$ cat src/rtl/neokeon_round_sequencer.sv
// Neokeon-128 round sequencer: owns the state/working-key registers, steps one round per clock
// through an external combinational round unit, and provides a start/valid handshake.
module neokeon_round_sequencer #(
  parameter int ROUNDS = 16,
  parameter int WIDTH  = 128
) (
  input  logic             inClk,
  input  logic             inRst,
  input  logic             inStart,
  input  logic             inDecrypt,
  input  logic [WIDTH-1:0] inKey,
  input  logic [WIDTH-1:0] inData,
  input  logic [WIDTH-1:0] inRoundResult,
  output logic [WIDTH-1:0] outRoundState,
  output logic [WIDTH-1:0] outRoundKey,
  output logic [7:0]       outRoundConst,
  output logic             outKeyPrep,
  output logic             outFinal,
  output logic             outReady,
  output logic             outBusy,
  output logic             outValid,
  output logic [WIDTH-1:0] outData
);

  typedef enum logic [1:0] {
    S_IDLE    = 2'd0,
    S_KEYPREP = 2'd1,
    S_ROUND   = 2'd2,
    S_FINAL   = 2'd3
  } state_e;

  state_e           fsm_q;
  logic [4:0]       cnt_q;
  logic [WIDTH-1:0] state_q;
  logic [WIDTH-1:0] key_q;
  logic [WIDTH-1:0] data_q;
  logic             dec_q;
  logic             valid_q;
  logic [4:0]       rc_idx;

  function automatic logic [7:0] rc_lookup(input logic [4:0] idx);
    logic [7:0] rc;
    case (idx)
      5'd0:    rc = 8'h80;
      5'd1:    rc = 8'h1B;
      5'd2:    rc = 8'h36;
      5'd3:    rc = 8'h6C;
      5'd4:    rc = 8'hD8;
      5'd5:    rc = 8'hAB;
      5'd6:    rc = 8'h4D;
      5'd7:    rc = 8'h9A;
      5'd8:    rc = 8'h2F;
      5'd9:    rc = 8'h5E;
      5'd10:   rc = 8'hBC;
      5'd11:   rc = 8'h63;
      5'd12:   rc = 8'hC6;
      5'd13:   rc = 8'h97;
      5'd14:   rc = 8'h35;
      5'd15:   rc = 8'h6A;
      5'd16:   rc = 8'hD4;
      default: rc = 8'h00;
    endcase
    return rc;
  endfunction

  // Decryption walks the constant table backwards; the final half-round uses the opposite end.
  always_comb begin
    rc_idx = 5'd0;
    case (fsm_q)
      S_ROUND: rc_idx = dec_q ? (5'(ROUNDS) - cnt_q) : cnt_q;
      S_FINAL: rc_idx = dec_q ? 5'd0 : 5'(ROUNDS);
      default: rc_idx = 5'd0;
    endcase
  end

  assign outRoundConst = ((fsm_q == S_ROUND) || (fsm_q == S_FINAL)) ? rc_lookup(rc_idx) : 8'h00;
  assign outKeyPrep    = (fsm_q == S_KEYPREP);
  assign outFinal      = (fsm_q == S_FINAL);
  assign outReady      = (fsm_q == S_IDLE);
  assign outBusy       = (fsm_q != S_IDLE);
  assign outRoundState = state_q;
  assign outRoundKey   = key_q;
  assign outValid      = valid_q;
  assign outData       = data_q;

  always_ff @(posedge inClk) begin
    if (inRst) begin
      fsm_q   <= S_IDLE;
      cnt_q   <= 5'd0;
      state_q <= '0;
      key_q   <= '0;
      data_q  <= '0;
      dec_q   <= 1'b0;
      valid_q <= 1'b0;
    end else begin
      valid_q <= 1'b0;
      case (fsm_q)
        S_IDLE: begin
          if (inStart) begin
            state_q <= inData;
            key_q   <= inKey;
            dec_q   <= inDecrypt;
            cnt_q   <= 5'd0;
            fsm_q   <= inDecrypt ? S_KEYPREP : S_ROUND;
          end
        end
        S_KEYPREP: begin
          key_q <= inRoundResult;
          fsm_q <= S_ROUND;
        end
        S_ROUND: begin
          state_q <= inRoundResult;
          cnt_q   <= cnt_q + 5'd1;
          if (cnt_q == 5'(ROUNDS - 1)) begin
            fsm_q <= S_FINAL;
          end
        end
        S_FINAL: begin
          data_q  <= inRoundResult;
          valid_q <= 1'b1;
          fsm_q   <= S_IDLE;
        end
        default: fsm_q <= S_IDLE;
      endcase
    end
  end

endmodule

$ cat config.mk
export PLATFORM = sky130hd
export DESIGN_NAME = neokeon_round_sequencer
export DESIGN_NICKNAME = d
export VERILOG_FILES = /design/src/rtl/neokeon_round_sequencer.sv
export SDC_FILE = /design/constraint.sdc
export NUM_CORES = 1
export LEC_CHECK = 0
export ABC_AREA = 1
export BUFFER_PORTS_ARGS = -buffer_cell sky130_fd_sc_hd__clkbuf_2
export CELL_PAD_IN_SITES_DETAIL_PLACEMENT = 0
export CELL_PAD_IN_SITES_GLOBAL_PLACEMENT = 1
export CORE_AREA = 2 2 308 310
export CTS_BUF_LIST = sky130_fd_sc_hd__clkbuf_8
export DETAILED_ROUTE_END_ITERATION = 8
export DIE_AREA = 0 0 310 312
export PLACE_DENSITY = 0.57
export SLEW_MARGIN = 20
export SYNTH_ARGS = -nofsm -noshare
export SYNTH_HDL_FRONTEND = slang
export SYNTH_SLANG_ARGS = --single-unit
$ cat constraint.sdc
create_clock -name inClk -period 4.31 [get_ports inClk]
set_input_delay 0.431 -clock inClk [delete_from_list [all_inputs] [get_ports inClk]]
set_output_delay 0.431 -clock inClk [all_outputs]
set_load 0.02 [all_outputs]
# == After elaboration in Yosys (flattened, before gate mapping) ==
# Memory sizes are Yosys's and may differ from the RTL's.
# Cells that the tools add are included.
# totals
ff_bits,393
elab_cells,40
memories,1
latchBits,0
mem_bits_ro,256
ram_bits,0
# classes
eq_ne,6
order_cmp,0
add_sub_neg,2
n_mul,0
muxes,15
div,0
n_shift,0
reduce_logical,9
bitwise,0
# mem_list
memory,depth,word_bits,rd,rd_ports_with_merged_regs,write_ports,line_no,source
(name not given),32,8,1,0,0,43,case (idx)
# op_table
op,count
128-bit case mux with 2 select lines,2
128-bit two-way mux,2
5-bit case mux with 2 select lines,2
5-bit two-way mux,3
8-bit two-way mux,1
2-bit case mux with 4 select lines,1
2-bit AND reduction,4
2-bit two-way mux,3
2-bit nonzero test,3
5-bit by 1-bit adder with 5-bit output (second input constant),1
5-bit by 4-bit equality test with 1-bit output (second input constant),1
5-bit subtractor (first input constant),1
2-bit equality test (second input constant),2
2-bit by 1-bit equality test with 1-bit output (second input constant),1
2-bit logical NOT,1
2-bit by 1-bit inequality test with 1-bit output (second input constant),1
2-bit inequality test (second input constant),1
1-bit logical OR,1
1-bit two-way mux,1

# == Longest topological paths before layout ==
# An unclocked memory read counts as a cell.
# depth
depth_word,5
mapped_depth,14
ltp_nobuf,14

# == Worst setup path before layout ==
# OpenSTA, ideal clock, no wires.
# synth_path
path_type,register to output
startpoint,reg fsm_q[1]
endpoint,out outRoundConst[0]
path_slack_ns,1.552
path_stages_with_launch,11
t_required_ns,3.879
t_arrival_ns,2.327
cell_sequence,dfxtp_1 -> ha_1 -> nor2_2 -> nor2_8 -> nand3_2 -> ha_1 -> inv_1 -> nand4_1 -> nand2_1 -> nor2_1 -> nor3_1
# synth_via
elab_chain_len,4
# synth_lines
element,line_no,source
"start, declared",32,state_e fsm_q;
"start signal, assigned",104,fsm_q <= inDecrypt ? S_KEYPREP : S_ROUND;
2-bit equality test (*),n/a,
via outFinal,18,"output logic outFinal,"
5-bit case mux with 2 select lines,69,case (fsm_q)
memory read 32 x 8 bit,n/a,
8-bit two-way mux (*),76,assign outRoundConst = ((fsm_q == S_ROUND) || (fsm_q == S_FINAL)) ? rc_lookup(rc_idx) : 8'h00;
"end, declared",16,"output logic [7:0] outRoundConst,"
# The timed path passes the listed nets; every way through them passes the cells marked *.

# == Final worst setup path ==
# layout_path
startpoint,reg fsm_q[0]
endpoint,out outRoundConst[0]
# layout_via
elab_chain_len,4
# layout_lines
element,line_no
2-bit equality test,"69, 76"
5-bit case mux with 2 select lines,69
memory read 32 x 8 bit,n/a
8-bit two-way mux (*),76
# Mark *: on every way between the ends. The rest lies on a longest branch, timed or not.

==> impl_metrics.xml <==
<?xml version="1.0" encoding="UTF-8"?>
<metrics>
  <group name="grt">
    <metric name="first_global_vias" unit="">18400</metric>
    <metric name="pin_count_of_the_biggest_net_entering_global_routing" unit="">160</metric>
    <metric name="grt_pass1_wl" unit="mm">113</metric>
    <metric name="globalRoute.totalOverflow" unit="">0</metric>
    <metric name="antenna_found_initial" unit="">3</metric>
    <metric name="groute.usage.overall" unit="%">15.2</metric>
  </group>
  <group name="clock_network">
    <metric name="tritoncts_clock_tree" unit="">yes</metric>
    <metric name="clockBufferDepth" unit="">3</metric>
    <metric name="clock_insertion_delay_worst_skew" unit="ns">0.70</metric>
    <metric name="cts_clk_pin_slew_worst_paths" unit="ns">0.06</metric>
    <metric name="numClockSinks" unit="">393</metric>
    <metric name="cts_buffers" unit="">80</metric>
    <metric name="cts_htree_levels" unit="">3</metric>
    <metric name="clock-root-buffer" unit="">clkbuf_8</metric>
  </group>
  <group name="placed_design">
    <metric name="port_buffers" unit="">784</metric>
    <metric name="place.detailed.hpwl" unit="mm">54.7</metric>
    <metric name="gp_congestion" unit="">0.809</metric>
  </group>
  <group name="detailed_routing">
    <metric name="num_vias" unit="">18700</metric>
    <metric name="avgViaCountPerCell" unit="">4.12</metric>
    <metric name="postRouteWirelength" unit="mm">76.9</metric>
    <metric name="ant_nets" unit="">0</metric>
    <metric name="detail_route.iter0.violations" unit="">954</metric>
    <metric name="wl_per_cell" unit="um">16.9</metric>
    <metric name="drt_pass1_iterations" unit="">5</metric>
    <metric name="drc" unit="">0</metric>
  </group>
  <group name="pwr">
    <metric name="power-per-cell-area" unit="nW/um2">661</metric>
    <metric name="leakage" unit="nW">12.6</metric>
    <metric name="post-layout-total-power" unit="mW">16.4</metric>
    <metric name="vdd_drop_max" unit="mV">0.285</metric>
  </group>
  <group name="worst_setup_path">
    <metric name="timing.critical_path.slowest_cell_delay" unit="ns">0.48</metric>
    <metric name="crit_fanout" unit="">20</metric>
    <metric name="setup.reg_to_reg.worst_slack" unit="ns">1.63</metric>
    <metric name="crit_arrival" unit="ns">3.26</metric>
    <metric name="cp.required" unit="ns">3.88</metric>
    <metric name="largest_delay_share_family_worst_path" unit="">simple AND/OR/NAND/NOR gates</metric>
    <metric name="ff2ff_path_depth" unit="">8</metric>
    <metric name="reg2reg_from" unit="">fsm_q[0]</metric>
    <metric name="crit-reg2reg-capture" unit="">outRoundState[107]</metric>
    <metric name="cell_with_the_largest_stage_delay_on_the_worst_path" unit="">dfxtp_1</metric>
    <metric name="worst_setup_path_end_kind" unit="">output pin</metric>
    <metric name="crit_type" unit="">flip-flop to output pin</metric>
    <metric name="crit_buf_inv" unit="">2</metric>
    <metric name="crit_chain" unit="">ha_4, nor2_2, nor2_8, nand3_2, ha_1, inv_1, nand4_1, nand2_1, nor2_1, nor3_1, clkbuf_2</metric>
    <metric name="crit_path_start_kind" unit="">flip-flop</metric>
  </group>
  <group name="synthesis">
    <metric name="syn_area" unit="um2">17000</metric>
    <metric name="synth_nets" unit="">2812</metric>
    <metric name="postSynthRegisterBits" unit="">393</metric>
    <metric name="syn_area_per_cell" unit="um2">7.05</metric>
    <metric name="netlist-cell-type-count" unit="">30</metric>
    <metric name="sequential_area_share_after_synthesis" unit="%">46.3</metric>
    <metric name="synthesis.instances" unit="">2409</metric>
    <metric name="synth_warnings" unit="">0</metric>
  </group>
  <group name="final_layout">
    <metric name="fillerInstances" unit="">10700</metric>
    <metric name="post_route_cells_drive_above_1_share" unit="%">28.4</metric>
    <metric name="syn2layout_area_growth" unit="%">46.2</metric>
    <metric name="layout.nets" unit="">3654</metric>
    <metric name="antennaDiodeCount" unit="">0</metric>
  </group>
  <group name="sta">
    <metric name="timing.final.hold_violations" unit="">0</metric>
    <metric name="unrepaired_setup_endpoints_after_global_routing" unit="">no</metric>
    <metric name="final.period_utilization" unit="%">85.6</metric>
    <metric name="worst_pin_slew" unit="ns">1.00</metric>
    <metric name="max_freq" unit="MHz">271</metric>
    <metric name="timing.max_slew.rel_slack" unit="%">33.0</metric>
    <metric name="fin_crit_period" unit="ns">3.69</metric>
    <metric name="totalNegativeSetupSlack" unit="ns">0</metric>
    <metric name="fin_worst_skew" unit="ns">0.0180</metric>
    <metric name="final-setup-viol-count" unit="">0</metric>
    <metric name="finalMaxSlewViolations" unit="">0</metric>
  </group>
  <group name="floorplanning">
    <metric name="rows" unit="">112</metric>
    <metric name="die_y" unit="um">312</metric>
    <metric name="floorplan.initialDensity" unit="%">18.3</metric>
    <metric name="die-width" unit="um">310</metric>
    <metric name="floorplan.core_area" unit="um2">93000</metric>
    <metric name="die_area" unit="um2">96700</metric>
    <metric name="io-pin-count" unit="">785</metric>
  </group>
  <group name="hold_path">
    <metric name="min-delay-path-class" unit="">input pin to flip-flop</metric>
    <metric name="holdPathEnd" unit="">outData[68]</metric>
    <metric name="holdCritStartpoint" unit="">inRoundResult[68]</metric>
    <metric name="hold_depth" unit="">3</metric>
  </group>
  <group name="run_status">
    <metric name="outcome" unit="">finished clean</metric>
  </group>
  <group name="flow_run">
    <metric name="cap_viol_max_count" unit="">0</metric>
  </group>
</metrics>
==> where the power goes <==
part           switching, mW  internal [mW]  total [mW]  leakage, nW
logic                   5.20           2.15        7.35         8.57
registers              0.566           4.81        5.37         3.23
clock network           1.75           1.95        3.70        0.823
total                   7.51           8.91        16.4         12.6
==> layout make-up <==
class	instances	area [um2]	share of cell area, %
clock buffers	91	1250	5.04
repair buffers	945	5590	22.5
well taps	1254	1570	6.32
clock inverters	35	178	0.715
flip-flops and latches	393	7870	31.7
inverters	288	1100	4.43
multi-input cells	1543	7270	29.3
==> sequential cells by signal, indices dropped and copies added (netlist names) <==
| name | flops |
|---|---|
| outRoundState | 128 |
| outValid | 1 |
| dec_q | 1 |
| outData | 128 |
| cnt_q | 5 |
| fsm_q | 2 |
| outRoundKey | 128 |
==> layout by cell type, fill, tap and decap left out, drive strengths merged <==
cell	netlist	final
a211oi	2	2
a21oi	523	523
a31oi	1	1
buf	78	23
bufinv	0	1
clkbuf	107	875
clkinv	1	4
clkinvlp	0	4
dfxtp	393	393
dlygate4sd3	0	138
ha	15	15
inv	287	314
nand2	58	58
nand3	12	12
nand3b	1	1
nand4	4	4
nor2	528	528
nor3	6	6
o21ai	392	392
o22ai	1	1
==> worst max-delay path by stage <==
| stage | cells after the start | endpoint | from |
|---|---|---|---|
| 5_1_grt | 11 | outRoundConst[0] | fsm_q[0] |
| 2_1_floorplan | 10 | outRoundConst[0] | fsm_q[1] |
| 6_report | 11 | outRoundConst[0] | fsm_q[0] |
| 4_1_cts | 11 | outRoundConst[0] | fsm_q[0] |
| 3_5_place_dp | 11 | outRoundConst[0] | fsm_q[0] |
| 3_3_place_gp | 11 | outRoundConst[0] | fsm_q[1] |
==> metal layers <==
layer  GRT usage, %  vias up  share of wire [%]
li1               -     9519                  -
met5              0        -              0.053
met3           5.29      119                8.7
met1           17.8     8465                 42
met4           5.38        6                2.6
met2           25.6      620                 47
==> tightest hold or removal path: cells and delay by family <==
family	cells	cell delay [ns]
buf+inv	1	0.16
simple gates	2	0.15
==> through the flow <==
step,std cells,hold slack (ns),cell area [um2],utilization (%),setup slack (ns)
2_1_floorplan,2409,0.451,17000,-,1.55
3_3_place_gp,4285,0.477,22000,23.7,1.28
3_5_place_dp,4285,0.477,22000,23.7,1.26
4_1_cts,4549,0.0000570,24800,26.7,0.435
5_1_grt,4549,0.0512,24800,26.7,0.314
6_report,4549,0.0963,24800,26.7,0.621
==> cells in the mapped netlist <==
library cell / count / area share (%)
buf_1: 6 / 0.13
nor2_8: 1 / 0.12
nand3_1: 6 / 0.18
nand3_2: 4 / 0.24
a21oi_2: 2 / 0.10
clkinv_1: 1 / 0.022
a31oi_1: 1 / 0.037
o22ai_1: 1 / 0.037
nand2_2: 4 / 0.15
nand4_1: 4 / 0.15
o21ai_0: 388 / 11
clkbuf_1: 107 / 2.4
nand2_1: 52 / 1.1
a211oi_1: 2 / 0.088
a21oi_1: 521 / 15
nor3_1: 6 / 0.18
ha_1: 15 / 1.1
nor2_4: 1 / 0.066
dfxtp_1: 393 / 46
nand3b_1: 1 / 0.044
inv_1: 282 / 6.2
nand3_4: 2 / 0.21
o21ai_1: 4 / 0.12
nor2_2: 2 / 0.074
buf_4: 6 / 0.27
nand2_4: 2 / 0.13
buf_6: 2 / 0.13
buf_2: 64 / 1.9
nor2_1: 524 / 12
inv_2: 5 / 0.11
==> logic make-up (layout without fill, tap and decap cells) <==
| group | count (synthesis) | count (layout) | synth area share, % |
|---|---|---|---|
| flip-flops | 393 | 393 | 46.3 |
| AO/OA/AOI/OAI | 919 | 919 | 27.2 |
| adder cells (fa/ha/maj) | 15 | 15 | 1.11 |
| AND/OR/NAND/NOR | 609 | 609 | 14.3 |
| buffers and inverters | 473 | 1359 | 11.1 |
==> repair_timing <==
action | 4_1_cts | 5_1_grt
gates resized for setup | 0 | 0
hold buffers | 138 | 0
buffers inserted | 0 | 0
hold endpoints to repair | 272 | 0
No activity file was read; power rests on OpenSTA's default activity.
